[src/rtl/wind_pkg.sv]
// wind_pkg: shared types, pattern constants and step classifier for the wind decoder.
// Latency: n/a (types and pure functions only).
// Backpressure: n/a.
package wind_pkg;

    typedef enum logic [1:0] {
        DIR_NONE = 2'b00,
        DIR_CALM = 2'b01,
        DIR_RL   = 2'b10,
        DIR_LR   = 2'b11
    } dir_t;

    typedef enum logic [1:0] {
        S_EMPTY = 2'd0,
        S_HUNT  = 2'd1,
        S_LOCK  = 2'd2
    } state_t;

    // LED patterns, bit 2 = left, bit 1 = middle, bit 0 = right
    localparam logic [2:0] PAT_L  = 3'b100;
    localparam logic [2:0] PAT_M  = 3'b010;
    localparam logic [2:0] PAT_R  = 3'b001;
    localparam logic [2:0] PAT_LR = 3'b101;

    // Active-low gfedcba glyphs
    localparam logic [6:0] SEG_CALM = 7'b1000110;
    localparam logic [6:0] SEG_RL   = 7'b1000111;
    localparam logic [6:0] SEG_LR   = 7'b0101111;
    localparam logic [6:0] SEG_DASH = 7'b0111111;
    localparam logic [6:0] SEG_OFF  = 7'h7F;

    typedef struct packed {
        dir_t cls;      // class of the step when neither flag is set
        logic hold;     // cur == prev
        logic illegal;  // both legal but not an allowed transition
    } step_t;

    function automatic logic pat_legal(input logic [2:0] p);
        return (p == PAT_L) || (p == PAT_M) || (p == PAT_R) || (p == PAT_LR);
    endfunction

    // Assumes both patterns are legal; the caller screens cur first and
    // prev only ever holds legal patterns once the decoder is seeded.
    function automatic step_t classify(input logic [2:0] prev, input logic [2:0] cur);
        step_t s;
        s.cls     = DIR_NONE;
        s.hold    = 1'b0;
        s.illegal = 1'b0;
        if (cur == prev) begin
            s.hold = 1'b1;
        end else begin
            case ({prev, cur})
                {PAT_LR, PAT_M}, {PAT_M, PAT_LR}:               s.cls = DIR_CALM;
                {PAT_R, PAT_M}, {PAT_M, PAT_L}, {PAT_L, PAT_R}: s.cls = DIR_RL;
                {PAT_L, PAT_M}, {PAT_M, PAT_R}, {PAT_R, PAT_L}: s.cls = DIR_LR;
                default:                                        s.illegal = 1'b1;
            endcase
        end
        return s;
    endfunction

endpackage

[src/rtl/wind_dir_seg7.sv]
// wind_dir_seg7: registered active-low seven-segment glyph for a decoded wind direction.
// Latency: 1 clk from dir_i/valid_i to seg_o.
// Backpressure: none. Ports: clk, reset (sync, active-low), dir_i, valid_i in; seg_o out.
module wind_dir_seg7
    import wind_pkg::*;
(
    input  logic       clk,
    input  logic       reset,
    input  logic [1:0] dir_i,
    input  logic       valid_i,
    output logic [6:0] seg_o
);

    logic [6:0] seg_q, seg_d;

    always_comb begin
        seg_d = SEG_DASH;
        if (valid_i) begin
            case (dir_t'(dir_i))
                DIR_CALM: seg_d = SEG_CALM;
                DIR_RL:   seg_d = SEG_RL;
                DIR_LR:   seg_d = SEG_LR;
                default:  seg_d = SEG_DASH;
            endcase
        end
    end

    always_ff @(posedge clk) begin
        if (!reset) begin
            seg_q <= SEG_DASH;
        end else begin
            seg_q <= seg_d;
        end
    end

    assign seg_o = seg_q;

endmodule

[src/rtl/wind_decoder.sv]
// wind_decoder: recovers calm / right-to-left / left-to-right from a tick-sampled 3-bit LED stream.
// Latency: dir/valid/err registered on the tick edge (visible next cycle); hex one cycle later.
// Backpressure: none; every tick is consumed. Ports: clk, reset (sync, active-low), tick, pattern in;
//   dir, valid, err, hex out. Define WIND_DECODER_HEX_EN to build the glyph stage, else hex = 7'h7F.
module wind_decoder
    import wind_pkg::*;
#(
    parameter int unsigned LOCK_COUNT = 3
) (
    input  logic       clk,
    input  logic       reset,
    input  logic       tick,
    input  logic [2:0] pattern,
    output logic [1:0] dir,
    output logic       valid,
    output logic       err,
    output logic [6:0] hex
);

    localparam logic [3:0] LOCK_W = 4'(LOCK_COUNT);

    state_t     state_q, state_d;
    logic [3:0] cnt_q, cnt_d;
    dir_t       cand_q, cand_d;
    logic [2:0] prev_q, prev_d;
    dir_t       dir_q, dir_d;
    logic       valid_q, valid_d;
    logic       err_q, err_d;

    step_t      step;
    logic       cur_legal;
    logic [3:0] cnt_inc;
    logic [3:0] cnt_next;

    assign step      = classify(prev_q, pattern);
    assign cur_legal = pat_legal(pattern);
    assign cnt_inc   = (cnt_q == 4'hF) ? cnt_q : cnt_q + 4'd1;

    always_comb begin
        state_d  = state_q;
        cnt_d    = cnt_q;
        cand_d   = cand_q;
        prev_d   = prev_q;
        dir_d    = dir_q;
        valid_d  = valid_q;
        err_d    = 1'b0;
        cnt_next = cnt_q;

        if (tick) begin
            if (!cur_legal) begin
                // prev is kept: it is only updated by legal samples
                err_d   = 1'b1;
                state_d = S_EMPTY;
                cnt_d   = 4'd0;
                cand_d  = DIR_NONE;
                valid_d = 1'b0;
                dir_d   = DIR_NONE;
            end else begin
                case (state_q)
                    S_EMPTY: begin
                        prev_d  = pattern;
                        state_d = S_HUNT;
                        cnt_d   = 4'd0;
                        cand_d  = DIR_NONE;
                    end
                    S_HUNT, S_LOCK: begin
                        if (step.hold) begin
                            // repeated sample: not a step, nothing moves
                        end else if (step.illegal) begin
                            err_d   = 1'b1;
                            state_d = S_HUNT;
                            cnt_d   = 4'd0;
                            cand_d  = DIR_NONE;
                            prev_d  = pattern;
                            valid_d = 1'b0;
                            dir_d   = DIR_NONE;
                        end else if (state_q == S_LOCK) begin
                            prev_d = pattern;
                            if (step.cls != dir_q) begin
                                state_d = S_HUNT;
                                cand_d  = step.cls;
                                cnt_d   = 4'd1;
                                valid_d = 1'b0;
                                dir_d   = DIR_NONE;
                            end
                        end else begin
                            prev_d = pattern;
                            // cand starts as NONE, so the first step always restarts the run at 1
                            if (step.cls == cand_q) begin
                                cnt_next = cnt_inc;
                            end else begin
                                cand_d   = step.cls;
                                cnt_next = 4'd1;
                            end
                            cnt_d = cnt_next;
                            if (cnt_next == LOCK_W) begin
                                state_d = S_LOCK;
                                dir_d   = step.cls;
                                valid_d = 1'b1;
                            end
                        end
                    end
                    default: begin
                        state_d = S_EMPTY;
                        valid_d = 1'b0;
                        dir_d   = DIR_NONE;
                    end
                endcase
            end
        end
    end

    always_ff @(posedge clk) begin
        if (!reset) begin
            state_q <= S_EMPTY;
            cnt_q   <= 4'd0;
            cand_q  <= DIR_NONE;
            prev_q  <= 3'b000;
            dir_q   <= DIR_NONE;
            valid_q <= 1'b0;
            err_q   <= 1'b0;
        end else begin
            state_q <= state_d;
            cnt_q   <= cnt_d;
            cand_q  <= cand_d;
            prev_q  <= prev_d;
            dir_q   <= dir_d;
            valid_q <= valid_d;
            err_q   <= err_d;
        end
    end

    assign dir   = dir_q;
    assign valid = valid_q;
    assign err   = err_q;

`ifdef WIND_DECODER_HEX_EN
    wind_dir_seg7 u_seg7 (
        .clk     (clk),
        .reset   (reset),
        .dir_i   (dir_q),
        .valid_i (valid_q),
        .seg_o   (hex)
    );
`else
    assign hex = SEG_OFF;
`endif

endmodule

[config.mk]
export PLATFORM = sky130hd
export DESIGN_NAME = wind_decoder
export DESIGN_NICKNAME = d
export VERILOG_FILES = /design/src/rtl/wind_pkg.sv /design/src/rtl/wind_dir_seg7.sv /design/src/rtl/wind_decoder.sv
export SDC_FILE = /design/constraint.sdc
export NUM_CORES = 1
export LEC_CHECK = 0
export CORE_MARGIN = 3
export CORE_UTILIZATION = 40
export CTS_CLUSTER_DIAMETER = 150
export CTS_CLUSTER_SIZE = 20
export DETAILED_ROUTE_END_ITERATION = 8
export PLACE_DENSITY_LB_ADDON = 0.15
export SLEW_MARGIN = 10
export SYNTH_ARGS = -nofsm -noshare
export SYNTH_HDL_FRONTEND = slang
export SYNTH_SLANG_ARGS = --single-unit
[constraint.sdc]
create_clock -name clk -period 3.3 [get_ports clk]
set_clock_uncertainty 0.1 [all_clocks]
set_input_delay 0.66 -clock clk [delete_from_list [all_inputs] [get_ports clk]]
set_output_delay 0.66 -clock clk [all_outputs]
set_load 0.02 [all_outputs]
# --- Yosys cells after proc, flatten, opt, wreduce, memory -nomap -nowiden ---
# Cells that the tools add are included.
classes:
  add_sub_neg: 1
  n_eq_ne: 26
  n_mux: 53
  n_reduce_logical: 16
ops:
  columns: ["cell", "n"]
  rows:
  - ["two-way mux 4 bit", 13]
  - ["two-way mux 2 bit", 19]
  - ["== test 6 x 5 -> 1 bit (second input constant)", 3]
  - ["== test 6 bit (second input constant)", 3]
  - ["inequality test 5 bit (second input constant)", 3]
  - ["two-way mux 1 bit", 13]
  - ["== test 6 x 4 -> 1 bit (second input constant)", 2]
  - ["case mux 2 bit (2 select lines)", 3]
  - ["AND reduction 4 bit", 3]
  - ["AND reduction 5 bit", 2]
  - ["case mux 4 bit (2 select lines)", 1]
  - ["OR reduction 8 bit", 1]
  - ["== test 3 bit (second input constant)", 2]
  - ["case mux 2 bit (3 select lines)", 1]
  - ["case mux 3 bit (2 select lines)", 1]
  - ["OR reduction 3 bit", 2]
  - ["adder 4 x 1 -> 4 bit (second input constant)", 1]
  - ["== test 4 x 2 -> 1 bit (second input constant)", 1]
  - ["== test 4 bit (second input constant)", 1]
  - ["inequality test 2 bit (second input constant)", 2]
  - ["OR reduction 2 bit", 2]
  - ["== test 3 x 1 -> 1 bit (second input constant)", 1]
  - ["== test 3 x 2 -> 1 bit (second input constant)", 1]
  - ["== test 3 bit", 1]
  - ["12 further kinds", 14]
totals:
  regBits: 15

# --- Depth between registers and ports, before layout ---
# Gate-level depths: netlist of the first run.
logic_depth:
  depth_word: 19
  mapped_depth: 8
  depth_no_buf: 8

# --- Worst setup path before layout of the first run ---
# No wires, ideal clock.
synth_timing:
  kind: "input to register"
  start: "in pattern[0]"
  end: "reg cnt_q[2]"
  t_arrival_ns: 2.249
  required_time_ns: 3.081
  setup_slack_ns: 0.832
  path_stages: 8
  n_path_buf: 1
  cell_sequence: "buf_6 -> nor2b_1 -> a32o_1 -> a32o_2 -> xor2_1 -> o41ai_4 -> nor2_1 -> o221a_1"
synth_via:
  elab_chain_cells: 17
synth_lines:
  columns: ["item", "line_no", "source"]
  rows:
  - ["from (decl)", "wind_decoder.sv:13", "input logic [2:0] pattern,"]
  - ["== test 6 bit, or another cell as far along", "wind_pkg.sv:52", "case ({prev, cur})"]
  - ["OR reduction 3 bit / OR reduction 2 bit (equally long branches)", null, null]
  - ["case mux 2 bit (3 select lines)", "wind_pkg.sv:52", null]
  - ["two-way mux 2 bit", "wind_pkg.sv:49", "if (cur == prev) begin"]
  - ["== test 2 bit", "wind_decoder.sv:89", "if (step.cls == cand_q) begin"]
  - ["two-way mux 4 bit", "wind_decoder.sv:89", null]
  - ["two-way mux 4 bit", "wind_decoder.sv:77", "end else if (state_q == S_LOCK) begin"]
  - ["two-way mux 4 bit", "wind_decoder.sv:69", "end else if (step.illegal) begin"]
  - ["two-way mux 4 bit", "wind_decoder.sv:67", "if (step.hold) begin"]
  - ["two-way mux 4 bit", "wind_decoder.sv:59", "case (state_q)"]
  - ["two-way mux 4 bit", "wind_decoder.sv:50", "if (!cur_legal) begin"]
  - ["two-way mux 4 bit", "wind_decoder.sv:49", "if (tick) begin"]
  - ["two-way mux 4 bit", "wind_decoder.sv:77", null]
  - ["two-way mux 4 bit", "wind_decoder.sv:69", null]
  - ["two-way mux 4 bit", "wind_decoder.sv:67", null]
  - ["case mux 4 bit (2 select lines)", "wind_decoder.sv:59", null]
  - ["two-way mux 4 bit", "wind_decoder.sv:50", null]
  - ["to (signal assigned)", "wind_decoder.sv:124", "cnt_q <= cnt_d;"]
  - ["to (decl)", "wind_decoder.sv:23", "logic [3:0] cnt_q, cnt_d;"]
# Parallel ways exist; a longest one is shown, timed or not. The select of a mux whose other input is x is not followed.
# A chain may end at the register's enable or synchronous reset.

# --- Worst setup path after layout of the first run ---
layout_timing:
  start: "in pattern[0]"
  end: "reg cnt_q[0]"
# The elaborated chain is that of the path after synthesis.

==> Flow_metrics.wiki, run 1 <==
{| class="wikitable"
! Metric !! Value
|-
| Run status || completed
|-
| Startpoint type of the worst setup path || primary input
|-
| Count of TritonRoute iterations in the first routing pass || 4
|-
| Kind of capture point of the worst setup path || flop
|-
| WP buf/inv || 3
|-
| Largest fanout on the critical path || 9
|-
| Ys flop type || sky130_fd_sc_hd__dfxtp_1
|-
| Area of the die || 3891 µm²
|-
| Hold-fix buffers, CTS || 0
|-
| Final estimated routing congestion in global placement || 0.8425
|-
| Starting density of the core || 0.4383
|-
| Biggest area contributors in the synthesized netlist || sky130_fd_sc_hd__dfxtp_1 (24%), sky130_fd_sc_hd__mux2i_1 (7.9%), sky130_fd_sc_hd__buf_4 (5.3%)
|-
| First DRT Iteration DRCs || 51
|-
| DRC viols || 0
|-
| Most frequent cell after synthesis || sky130_fd_sc_hd__nand2_1
|-
| Final count of pins violating max slew || 0
|-
| Peak ir drop on the vdd network || 0.2557 mV
|-
| Global-route wire length before repair || 4485 µm
|-
| Fin cells || 204
|-
| Number of storage elements in the synthesis netlist || 15
|-
| Combinational family with the most area after synthesis || simple AND/OR/NAND/NOR gates
|-
| Slowest cell delay on critical path || 0.56 ns
|-
| Worst path top cell family by delay || buffers and inverters
|-
| Detail-routed net length per standard cell || 12.25 µm
|-
| Number of antenna diodes || 0
|-
| Via count normalized by instance count || 5.103
|-
| Placement Rows || 19
|-
| Average cell area after synthesis || 8.363 µm²
|-
| Cell type with the highest occurrence count on the critical path || sky130_fd_sc_hd__buf_4
|-
| Mux contribution to synthesized area || 0.07874
|-
| Synthesis-to-layout area growth || 10.73%
|-
| Post-CTS repair timing setup buffer count || 0
|-
| Max Clk Rate || 0.3463 GHz
|-
| Setup slack of the worst register-to-register path || 0.90 ns
|-
| Simple-gate share of the synthesized area || 0.2510
|-
| Hold_ws || 0.3703 ns
|-
| H-tree lvl count || 1
|-
| Number of nets at the end of the flow || 173
|-
| Maximum number of buffers from clock root to sink || 2
|-
| Unrepaired setup endpoints after global routing || false
|-
| Worst-Skew Late Latency || 0.29 ns
|-
| Share of the synthesized area in the top cell type || 0.2362
|-
| Critical path start-end classification || primary input to flop
|-
| Leakage || 0.5810 nW
|-
| TritonCTS Sinks || 15
|-
| Total I/O pin count || 17
|-
| Total via count after detailed routing || 1,041
|-
| Number of global-route vias before repair || 1,027
|-
| Most area-hungry cell type in the Yosys netlist || sky130_fd_sc_hd__dfxtp_1
|-
| Largest net degree at the start of global routing || 19
|-
| Share of synthesized registers carrying an async set or reset || 0
|-
| Initial antenna violation count || 0
|-
| Synth cell types || 49
|-
| HP Class || flop to flop
|-
| Total of warnings raised by yosys || 0
|-
| Core region area || 2900 µm²
|-
| Cells along the critical path || clkdlybuf4s50_1 > buf_4 > nor2_2 > a32o_1 > a32o_2 > xor2_1 > o41ai_4 > buf_4 > or3_1 > a21boi_1
|-
| Hold Fails Final Rpt || 0
|-
| Setup TNS || 0 ns
|-
| Port-buffer cells || 9
|-
| Power Total || 0.4157 mW
|-
| Number of enable flip-flop cells after synthesis || 0
|-
| Buffer type at the clock tree root || sky130_fd_sc_hd__clkbuf_4
|-
| HPWL after DPL || 1967 µm
|-
| Die Wd || 62.38 µm
|-
| Area share of fa/ha/maj cells after synthesis || 0.03937
|-
| Die boundary height || 62.38 µm
|-
| Number of max-cap violations || 0
|-
| Slowest cell on crit path || sky130_fd_sc_hd__clkdlybuf4s50_1
|-
| Power density of the placed cells || 295.3 nW/µm²
|-
| Area of the mapped netlist || 1271 µm²
|-
| Final routed wirelength across all metal layers || 2498 µm
|-
| Setup violation total in the final timing report || 0
|-
| Number of resized instances in the post-cts repair step || 0
|-
| GRT Residual Overflow || 0
|-
| Global router's overall resource usage || 0.1382
|-
| Fraction of final layout cells sized beyond drive strength 1 || 0.1235
|-
| Remaining number of nets flagged by the antenna check after routing || 0
|-
| Crit path arrival time || 3.02 ns
|-
| Fraction of the yosys area taken by sequential cells || 0.2362
|-
| TritonCTS clock tree || done
|-
| Clock-pin transition on the worst setup and hold timing paths || 0.10 ns
|-
| Clock buffer count from CTS || 3
|-
| Post-layout min period || 2.888 ns
|-
| Post-synthesis compound-gate area fraction || 0.1890
|-
| Xor and xnor fraction of the mapped netlist area || 0.08858
|-
| Leading post-synthesis cells by instance count || sky130_fd_sc_hd__nand2_1 (16), sky130_fd_sc_hd__dfxtp_1 (15), sky130_fd_sc_hd__nand3_1 (12)
|-
| Final period util || 0.8750
|-
| Required time at the worst-slack endpoint || 3.43 ns
|-
| Gate Count Post-Synth || 152
|-
| Placed cell count || 200
|}
[report_power, final]
group          total [mW]  leakage [nW]  switching [mW]  internal, mW
sequential          0.194         0.121         0.00879         0.186
clock               0.110        0.0139          0.0638        0.0461
combinational       0.111         0.446          0.0632        0.0481
[cells by family after synthesis]
kind of cell / count (synthesis)
other cells: 1
fa+ha+maj: 4
simple gates: 60
buf+inv: 25
compound gates: 25
xor+xnor: 12
flops: 15
mux: 10
[layout by cell type, fill, tap and decap left out, types with 5 or more instances in the layout]
| cell | count |
|---|---|
| sky130_fd_sc_hd__conb_1 | 7 |
| sky130_fd_sc_hd__clkdlybuf4s50_1 | 9 |
| sky130_fd_sc_hd__dfxtp_1 | 15 |
| sky130_fd_sc_hd__nor2b_1 | 5 |
| sky130_fd_sc_hd__nand2_1 | 16 |
| sky130_fd_sc_hd__buf_4 | 7 |
| sky130_fd_sc_hd__nand3_1 | 12 |
| sky130_fd_sc_hd__inv_1 | 9 |
| sky130_fd_sc_hd__xor2_1 | 6 |
| sky130_fd_sc_hd__mux2i_1 | 10 |
| sky130_fd_sc_hd__xnor2_1 | 5 |
| sky130_fd_sc_hd__nor2_1 | 8 |
[through the flow]
step | cell area [µm²] | setup slack, ns | util
final | 1408 | 0.4124 | 0.4853
after global routing | 1408 | 0.2940 | 0.4853
after CTS | 1408 | 0.4187 | 0.4853
after detailed placement | 1378 | 0.1114 | 0.4750
after global placement | 1378 | 0.1203 | 0.4750
after floorplan | 1294 | 0.8322 | -
[worst reg2reg max path: stages, from the launching register on]
cell and delay, ns:
sky130_fd_sc_hd__dfxtp_1 0.61, sky130_fd_sc_hd__xnor2_1 0.22, sky130_fd_sc_hd__a221oi_1 0.31, sky130_fd_sc_hd__nand3_1 0.17
sky130_fd_sc_hd__nand3_1 0.20, sky130_fd_sc_hd__o41ai_4 0.08, sky130_fd_sc_hd__buf_4 0.17, sky130_fd_sc_hd__or3_1 0.36
sky130_fd_sc_hd__a21boi_1 0.12
[cell type report]
cell class / count / area (µm²)
fill: 296 / 1493
multi-input combinational: 118 / 848.3
sequential: 15 / 300.3
timing repair buffer: 16 / 142.6
tap: 42 / 52.55
inverter: 9 / 33.78
clock buffer: 3 / 22.52
clock inverter: 1 / 7.507
[flip-flops by register name, indices dropped and copies added, names as in the netlist]
| signal | count |
|---|---|
| cand_q | 2 |
| cnt_q | 4 |
| dir | 2 |
| err | 1 |
| prev_q | 3 |
| state_q | 2 |
| valid | 1 |
[final timing paths]
| path | from | end | cells past startpoint |
|---|---|---|---|
| setup / recovery | pattern[0] | cnt_q[0] | 10 |
| hold / removal | valid | valid | 2 |
| setup reg to reg | prev_q[0] | cnt_q[0] | 8 |
| hold reg to reg | valid | valid | 2 |
[routing by layer]
metal / track usage / up-vias / share of wire
met3: 0.03957 / 2 / 0.034
li1: - / 540 / -
met2: 0.2366 / 15 / 0.47
met5: 0 / - / 0
met4: 0.01928 / 0 / 0.0032
met1: 0.1763 / 484 / 0.49
(Power assumes the default switching activity.)
==> run 2, diff against run 1 <==
- clock period: 3.3 -> 3 ns (I/O delays scaled with it)
==> Flow_metrics.wiki, run 2 (synthesis gave the netlist of run 1 again) <==
{| class="wikitable"
! Metric !! Value
|-
| Run status || completed
|-
| Via count normalized by instance count || 5.125
|-
| Worst R2R Start || prev_q[2]
|-
| Number of global-route vias before repair || 1,078
|-
| Global router's overall resource usage || 0.1493
|-
| Synthesis-to-layout area growth || 17.52%
|-
| Required time at the worst-slack endpoint || 3.09 ns
|-
| Buffer type at the clock tree root || sky130_fd_sc_hd__clkbuf_4
|-
| Total via count after detailed routing || 1,107
|-
| Largest fanout on the critical path || 8
|-
| Clock buffer count from CTS || 3
|-
| Cells along the critical path || clkdlybuf4s50_1 > buf_4 > buf_4 > or4_1 > nand3_1 > nand3_1 > o41ai_4 > buf_4 > nor2_1 > o221a_1
|-
| Hold Fails Final Rpt || 0
|-
| Met2 WL || 1247 µm
|-
| Placed cell areas || 1468 µm²
|-
| GRT Residual Overflow || 0
|-
| Post-CTS repair timing setup buffer count || 0
|-
| Total I/O pin count || 17
|-
| Most common cell after layout, fill and taps aside || sky130_fd_sc_hd__buf_4
|-
| Power density of the placed cells || 317.1 nW/µm²
|-
| Initial antenna violation count || 0
|-
| Post-layout min period || 2.764 ns
|-
| Final routed wirelength across all metal layers || 2680 µm
|-
| Max Clk Rate || 0.3617 GHz
|-
| Detail-routed net length per standard cell || 12.41 µm
|-
| Commonest cells after routing, fill and taps aside || sky130_fd_sc_hd__buf_4 (19), sky130_fd_sc_hd__nand2_1 (16), sky130_fd_sc_hd__dfxtp_1 (15)
|-
| Largest net degree at the start of global routing || 13
|-
| Min-Delay Endpoint || cand_q[0]
|-
| Peak ir drop on the vdd network || 0.1823 mV
|-
| WP buf/inv || 4
|-
| Wire length on met1 || 1260 µm
|-
| Starting density of the core || 0.4383
|-
| Highest metal layer used by the detailed router || met4
|-
| Design area || 1494 µm²
|-
| Worst path top cell family by delay || buffers and inverters
|-
| Global-route wire length before repair || 4809 µm
|-
| Number of antenna diodes || 0
|-
| Cell count of the worst reg-to-reg path || 8
|-
| H-tree lvl count || 1
|-
| Final estimated routing congestion in global placement || 0.8481
|-
| TritonCTS clock tree || done
|-
| DRC viols || 0
|-
| Cell type with the highest occurrence count on the critical path || sky130_fd_sc_hd__buf_4
|-
| Count of TritonRoute iterations in the first routing pass || 4
|-
| Final period util || 0.9215
|-
| Placement Rows || 19
|-
| Remaining number of nets flagged by the antenna check after routing || 0
|-
| Capturing point of the worst reg2reg path || cnt_q[2]
|-
| Clock-pin transition on the worst setup and hold timing paths || 0.10 ns
|-
| Final count of pins violating max slew || 0
|-
| Setup violation total in the final timing report || 0
|-
| Port-buffer cells || 9
|-
| Setup slack of the worst register-to-register path || 0.62 ns
|-
| Fraction of final layout cells sized beyond drive strength 1 || 0.1782
|-
| Switching pwr || 0.1524 mW
|-
| Slowest cell delay on critical path || 0.46 ns
|-
| Met3 WL post-DR || 157 µm
|-
| Slowest cell on crit path || sky130_fd_sc_hd__clkdlybuf4s50_1
|-
| Number of resized instances in the post-cts repair step || 0
|-
| Kind of capture point of the worst setup path || flop
|-
| Hold-fix buffers, CTS || 0
|-
| Largest registers || cnt_q (4), prev_q (3)
|-
| HPWL after DPL || 2097 µm
|-
| Number of max-cap violations || 0
|-
| Startpoint type of the worst setup path || primary input
|-
| Max FFs per register || 4
|-
| Fin cells || 216
|-
| Hold_ws || 0.3763 ns
|-
| Setup TNS || 0 ns
|-
| Most flops, register || cnt_q
|-
| Unrepaired setup endpoints after global routing || false
|-
| TritonCTS Sinks || 15
|-
| Crit path arrival time || 2.85 ns
|-
| Worst-Skew Late Latency || 0.29 ns
|-
| Core region area || 2900 µm²
|-
| Number of nets at the end of the flow || 185
|-
| HP Class || flop to flop
|-
| First DRT Iteration DRCs || 54
|-
| Die Wd || 62.38 µm
|-
| Clock Power Share || 0.256
|-
| Die boundary height || 62.38 µm
|-
| Internal portion of total power || 0.3213 mW
|-
| Hold wc startpoint || cand_q[0]
|-
| Share of total power in sequential cells || 0.452
|-
| Critical path start-end classification || primary input to flop
|-
| Maximum number of buffers from clock root to sink || 2
|-
| Net switching fraction of the power || 0.3217
|-
| Part of the total power dissipated in combinational logic || 0.293
|-
| Placed cell count || 212
|-
| Area of the die || 3891 µm²
|-
| Leakage || 0.6412 nW
|-
| Hold Path Depth || 2
|}
==> run 2: cell types whose count changed in the layout (fill, tap and decap cells not counted) <==
| cell | before | now |
|---|---|---|
| sky130_fd_sc_hd__buf_4 | 7 | 19 |
| sky130_fd_sc_hd__clkbuf_1 | 0 | 1 |
| sky130_fd_sc_hd__clkinvlp_4 | 1 | 0 |
==> run 2: tightest hold or removal path: cells and delay by family, from the launching register on <==
family	cells	cell delay (ns)
and+or+nand+nor	1	0.05
muxes	1	0.05
DFF	1	0.33
==> run 2: how the worst max path moves through the flow <==
stage,from,to,cells past startpoint
final,pattern[1],cnt_q[2],10
after detailed placement,pattern[1],cnt_q[2],10
after floorplan,pattern[0],cnt_q[2],8
after global routing,pattern[1],cand_q[0],12
after global placement,pattern[0],cnt_q[2],10
after CTS,pattern[1],cnt_q[2],10
==> run 2: layer usage <==
| metal | global-route usage | vias to the layer above |
|---|---|---|
| met5 | 0 | - |
| met4 | 0.02479 | 0 |
| met3 | 0.04137 | 2 |
| met2 | 0.2513 | 23 |
| met1 | 0.1934 | 513 |
| li1 | - | 569 |
==> run 2: metrics by stage <==
stage | util | power [mW] | worst slack [ns]
global route | 0.5151 | 0.5050 | 0.09303
CTS | 0.5151 | 0.4768 | 0.2275
floorplan | - | 0.3190 | 0.5922
detailed placement | 0.5060 | 0.3566 | -0.08988
global placement | 0.5060 | 0.3547 | -0.01680
finish | 0.5151 | 0.4737 | 0.2356
==> run 2: layout make-up <==
| class | instances | area (µm²) |
|---|---|---|
| fill | 304 | 1406 |
| multi-input combinational | 118 | 848.3 |
| sequential | 15 | 300.3 |
| timing repair buffer | 28 | 232.7 |
| tap | 42 | 52.55 |
| inverter | 9 | 33.78 |
| clock buffer | 4 | 26.28 |
==> run 2: power by group through the flow <==
stage | clock network, mW | registers, mW | logic, mW
global route | 0.136 | 0.215 | 0.154
global placement | 0 | 0.218 | 0.137
detailed placement | 0 | 0.219 | 0.138
CTS | 0.124 | 0.214 | 0.139
finish | 0.121 | 0.214 | 0.139
floorplan | 0 | 0.212 | 0.107
==> run 3, diff against run 2 <==
- SLEW_MARGIN: 10 -> default
==> results of run 3 <==
Same layout as run 2: the final DEF is identical, and so are final timing and power.
